==> src/rtl/width_conv_pkg.sv <==
// Shared types and helpers for the width downsizer.
// Lane order is selected at build time by WDC_MSB_FIRST_EN.
package width_conv_pkg;

  typedef enum logic {LSB_FIRST, MSB_FIRST} lane_order_e;

`ifdef WDC_MSB_FIRST_EN
  localparam lane_order_e LANE_ORDER = MSB_FIRST;
`else
  localparam lane_order_e LANE_ORDER = LSB_FIRST;
`endif

  typedef enum logic {IDLE, BUSY} ser_state_e;

  // Lane index needs at least one bit even for degenerate ratios.
  function automatic int lane_idx_width(input int ratio);
    return (ratio > 2) ? $clog2(ratio) : 1;
  endfunction

endpackage

==> src/rtl/wdc_sync_fifo.sv <==
// Single-clock DEPTH x WIDTH register FIFO with occupancy count.
// Push is refused while full and pop while empty, even if both are requested together.
module wdc_sync_fifo #(
  parameter int WIDTH = 16,
  parameter int DEPTH = 4,
  localparam int PTR_W = $clog2(DEPTH),
  localparam int CNT_W = $clog2(DEPTH) + 1
) (
  input  logic             clk,
  input  logic             rst_n,
  input  logic             push,
  input  logic [WIDTH-1:0] wr_data,
  input  logic             pop,
  output logic [WIDTH-1:0] rd_data,
  output logic [CNT_W-1:0] count,
  output logic             full,
  output logic             empty
);

  logic [WIDTH-1:0] mem [DEPTH];
  logic [PTR_W-1:0] wr_ptr_reg;
  logic [PTR_W-1:0] rd_ptr_reg;
  logic [CNT_W-1:0] count_reg;
  logic             push_en;
  logic             pop_en;

  assign full    = (count_reg == CNT_W'(DEPTH));
  assign empty   = (count_reg == '0);
  assign push_en = push && !full;
  assign pop_en  = pop && !empty;
  assign rd_data = mem[rd_ptr_reg];
  assign count   = count_reg;

  always_ff @(posedge clk) begin
    if (push_en) begin
      mem[wr_ptr_reg] <= wr_data;
    end
  end

  // Pointers wrap naturally because DEPTH is a power of two.
  always_ff @(posedge clk or negedge rst_n) begin
    if (!rst_n) begin
      wr_ptr_reg <= '0;
      rd_ptr_reg <= '0;
      count_reg  <= '0;
    end else begin
      if (push_en) begin
        wr_ptr_reg <= wr_ptr_reg + 1'b1;
      end
      if (pop_en) begin
        rd_ptr_reg <= rd_ptr_reg + 1'b1;
      end
      case ({push_en, pop_en})
        2'b10:   count_reg <= count_reg + 1'b1;
        2'b01:   count_reg <= count_reg - 1'b1;
        default: count_reg <= count_reg;
      endcase
    end
  end

endmodule

==> src/rtl/width_downsizer.sv <==
// N:1 width downsizer: buffered wide words serialised into RATIO narrow lanes.
// Define WDC_MSB_FIRST_EN to emit the most-significant lane first.
module width_downsizer
  import width_conv_pkg::*;
#(
  parameter int OUT_W = 8,
  parameter int RATIO = 2,
  parameter int DEPTH = 4,
  localparam int IN_W  = RATIO * OUT_W,
  localparam int LVL_W = $clog2(DEPTH) + 1
) (
  input  logic             clk,
  input  logic             rst_n,
  input  logic             s_valid,
  output logic             s_ready,
  input  logic [IN_W-1:0]  s_data,
  output logic             m_valid,
  input  logic             m_ready,
  output logic [OUT_W-1:0] m_data,
  output logic             full,
  output logic             empty,
  output logic [LVL_W-1:0] level
);

  localparam int IDX_W = lane_idx_width(RATIO);
  localparam logic [IDX_W-1:0] LAST_IDX = IDX_W'(RATIO - 1);

  ser_state_e       state_reg, state_next;
  logic [IDX_W-1:0] idx_reg, idx_next;
  logic [IN_W-1:0]  word_reg, word_next;

  logic             fifo_push;
  logic             fifo_pop;
  logic             fifo_full;
  logic             fifo_empty;
  logic [IN_W-1:0]  fifo_rd_data;
  logic [LVL_W-1:0] fifo_count;
  logic             lane_done;
  logic             word_done;
  logic [OUT_W-1:0] lanes [RATIO];

  wdc_sync_fifo #(
    .WIDTH (IN_W),
    .DEPTH (DEPTH)
  ) u_fifo (
    .clk     (clk),
    .rst_n   (rst_n),
    .push    (fifo_push),
    .wr_data (s_data),
    .pop     (fifo_pop),
    .rd_data (fifo_rd_data),
    .count   (fifo_count),
    .full    (fifo_full),
    .empty   (fifo_empty)
  );

  assign s_ready   = !fifo_full;
  assign fifo_push = s_valid && s_ready;
  assign full      = fifo_full;
  assign level     = fifo_count;
  assign empty     = fifo_empty && (state_reg == IDLE);
  assign m_valid   = (state_reg == BUSY);
  assign lane_done = m_valid && m_ready;
  assign word_done = lane_done && (idx_reg == LAST_IDX);
  // Reloading on the last handshake keeps the output stream free of bubbles.
  assign fifo_pop  = !fifo_empty && ((state_reg == IDLE) || word_done);

  for (genvar gi = 0; gi < RATIO; gi++) begin : g_lane
    if (LANE_ORDER == MSB_FIRST) begin : g_msb
      assign lanes[gi] = word_reg[(RATIO-1-gi)*OUT_W +: OUT_W];
    end else begin : g_lsb
      assign lanes[gi] = word_reg[gi*OUT_W +: OUT_W];
    end
  end

  assign m_data = m_valid ? lanes[idx_reg] : '0;

  always_ff @(posedge clk or negedge rst_n) begin
    if (!rst_n) begin
      state_reg <= IDLE;
      idx_reg   <= '0;
      word_reg  <= '0;
    end else begin
      state_reg <= state_next;
      idx_reg   <= idx_next;
      word_reg  <= word_next;
    end
  end

  always_comb begin
    state_next = state_reg;
    idx_next   = idx_reg;
    word_next  = word_reg;
    case (state_reg)
      IDLE: begin
        if (!fifo_empty) begin
          state_next = BUSY;
          idx_next   = '0;
          word_next  = fifo_rd_data;
        end
      end
      BUSY: begin
        if (word_done) begin
          idx_next = '0;
          if (!fifo_empty) begin
            word_next = fifo_rd_data;
          end else begin
            state_next = IDLE;
          end
        end else if (lane_done) begin
          idx_next = idx_reg + 1'b1;
        end
      end
      default: begin
        state_next = IDLE;
        idx_next   = '0;
      end
    endcase
  end

endmodule

==> config.mk <==
export PLATFORM = sky130hd
export DESIGN_NAME = width_downsizer
export DESIGN_NICKNAME = d
export VERILOG_FILES = /design/src/rtl/width_conv_pkg.sv /design/src/rtl/wdc_sync_fifo.sv /design/src/rtl/width_downsizer.sv
export SDC_FILE = /design/constraint.sdc
export NUM_CORES = 1
export LEC_CHECK = 0
export BUFFER_PORTS_ARGS = -buffer_cell sky130_fd_sc_hd__buf_2
export CAP_MARGIN = 5
export CORE_ASPECT_RATIO = 0.9
export CORE_MARGIN = 3
export CORE_UTILIZATION = 32
export DETAILED_ROUTE_END_ITERATION = 7
export GPL_ROUTABILITY_DRIVEN = 1
export MAX_ROUTING_LAYER = met4
export PLACE_DENSITY = 0.55
export SYNTH_ARGS = -nofsm -noshare
export SYNTH_HDL_FRONTEND = slang
export SYNTH_SLANG_ARGS = --single-unit
==> constraint.sdc <==
create_clock -name clk -period 1.93 [get_ports clk]
set_input_delay 0.386 -clock clk [delete_from_list [all_inputs] [get_ports clk]]
set_output_delay 0.386 -clock clk [all_outputs]
set_load 0.02 [all_outputs]
==> qor.yml <==
start_kind: "flop"
vias_per_cell: 4.41
fmax_ghz: 0.555
rsz0062_at_grt: "no"
ir_worst_vdd_mv: 0.660
rr_startpoint: "u_fifo.count[1]"
cts_buffers: 9
cts-root-buf: "clkbuf_16"
r2r_cells: 7
status: "complete, no violations"
grt-ovfl-total: 0
die_w_um: 118
drive_gt1_frac: 0.433
antenna_cells: 0
synth_top_cell_area_share: 0.530
switching_share: 0.318
vias: 1720
cts.path.max_buffers: 2
syn_area_per_cell_um2: 20.0
grt_pass1_vias: 1789
nNetsFinal: 259
p_switching_mw: 2.27
die_h_um: 107
yosysWarnings: 0
path_max_fanout: 11
combPwrFrac: 0.376
drt_iter0_markers: 54
crit_required_ns: 1.54
cts_max_level: 3
min_period_over_period: 0.933
core_area_um2: 10900
netlist_area_um2: 3630
ant_nets: 0
power-per-cell-area_nw_per_um2: 1610
rows: 36
place.gp.congestion: 0.683
synth.distinct_cells: 27
wl_per_cell_um: 16.3
clock_skew_ns: 0.00437
cap_violations: 0
grt_pass1_wl_um: 10100
clk_latency_ns: 0.33
synth_area_leaders: "edfxtp_1, dfrtp_1, mux4_1"
hold_violations: 0
finalWirelength_um: 6340
p_seq_frac: 0.403
dp.cells: 371
largest_reg_flops: 64
route.detailed.drc: 0
stdcell_count: 390
critical_path_class: "reg -> out"
initial_core_util: 0.331
r2r_slack_ns: 0.14
areaGrowthSynthToFinish_pct: 22.0
synth_seq_cells: 89
setup-tns-final_ns: 0
syn_nets: 207
crit_path_end_kind: "output port"
dp_hpwl_um: 4060
cts_tree: "yes"
grtUsageTotal: 0.111
crit_arrival_ns: 1.41
dieArea_um2: 12600
rr_endpoint: "u_fifo.count[1]"
fin_crit_ns: 1.80
cts.sinks: 89
syn-instance-count: 181
slew-limit-headroom: 0.603
post_cts_hold_buffer_count: 0
path_clk_slew_ns: 0.06
antenna_found_initial: 0
clkPwrFrac: 0.220
firstDrtPassIters: 4
port_buffers: 34
pin_count: 35
seq_area_frac_synth: 0.703
synth_top_area_cell: "edfxtp_1"
final_max_slew_viol_count: 0
p_leak_nw: 1.67
holdCritPathClass: "in -> async"
grt_max_degree: 26
setup_viol: 0
internal-power_mw: 4.87
tightest_slew_ns: 0.595
-- cell usage in the layout (no fill, tap or decap), drive strengths merged, types with 2 or more instances in the layout --
cell type and count:
clkbuf 10, and2 4, ha 5, inv 9, mux2i 9, mux2 17, dfrtp 25, nor2b 9
xor2 5, xnor2 2, edfxtp 64, clkinv 2, mux4 16, clkinvlp 2, buf 48, nand2 2
-- cell families after synthesis --
| kind of cell | Yosys count | synth area share |
|---|---|---|
| AND/OR/NAND/NOR | 20 | 0.0328 |
| XOR/XNOR | 7 | 0.0169 |
| adder cells (fa/ha/maj) | 6 | 0.0228 |
| flip-flops | 89 | 0.703 |
| buffers and inverters | 14 | 0.0238 |
| AO/OA/AOI/OAI | 3 | 0.00759 |
| multiplexers | 42 | 0.194 |
-- worst max-delay path, cell delays in order, from the launching register on --
cell and delay, ns:
dfrtp_1 0.37, buf_4 0.20, mux2i_1 0.13, nor2b_1 0.18, buf_2 0.20
-- synth_stat cells, drive strengths merged --
master	n
nand2	2
ha	5
mux2i	9
fa	1
nor2b	9
nor4	1
xnor2	2
xor2	5
inv	7
a22o	1
mux2	17
mux4	16
a21bo	1
nor3	1
a21oi	1
buf	5
nand3	1
clkbuf	2
and2	4
and3b	1
dfrtp	25
edfxtp	64
nor2	1
-- cell type report --
| cell class | count | area (um2) |
|---|---|---|
| clock inverter | 6 | 42.5 |
| clock buffer | 10 | 229 |
| fill | 987 | 6520 |
| multi-input combinational | 78 | 1040 |
| inverter | 7 | 31.3 |
| tap | 152 | 190 |
| sequential | 89 | 2550 |
| timing repair buffer | 48 | 338 |
-- metrics by stage --
step	utilization	power [mW]	hold slack [ns]	setup WS, ns	cell area (um2)
global route	0.404	7.57	0.0961	0.00260	4420
finish	0.404	7.14	0.0546	0.129	4420
floorplan	-	4.80	0.0904	-0.0495	3680
detailed placement	0.377	5.62	0.433	0.0707	4130
CTS	0.402	7.23	0.0654	0.0603	4400
global placement	0.377	5.58	0.435	0.119	4130
-- power groups by stage --
stage	sequential [mW]	combinational [mW]	clock [mW]
after floorplan	2.90	1.90	0
after global placement	2.92	2.66	0
after detailed placement	2.93	2.69	0
after CTS	2.90	2.69	1.64
after global routing	2.94	2.93	1.70
final	2.88	2.69	1.57
-- routing by layer --
metal | routed length [um] | up-vias | GRT usage
met4 | 70 | 0 | 0.0427
li1 | - | 802 | -
met1 | 3040 | 876 | 0.139
met3 | 270 | 7 | 0.0364
met2 | 2960 | 35 | 0.170
met5 | 0 | - | -
-- repair_timing --
action	in CTS	in global routing
setup endpoints to repair	0	1
endpoints found under the hold margin	0	0
setup buffers	0	3
resized for setup	0	2
-- how the worst max path moves through the flow --
stage,from,depth (start not counted),endpoint
after detailed placement,m_ready,9,u_fifo.count[2]
after global routing,u_fifo.count[0],11,u_fifo.count[2]
after CTS,u_fifo.count[1],11,u_fifo.count[2]
after floorplan,u_fifo.count[2],9,u_fifo.count[2]
after global placement,m_ready,9,u_fifo.count[2]
final,idx_reg,4,m_data[3]
(Power assumes the default switching activity.)
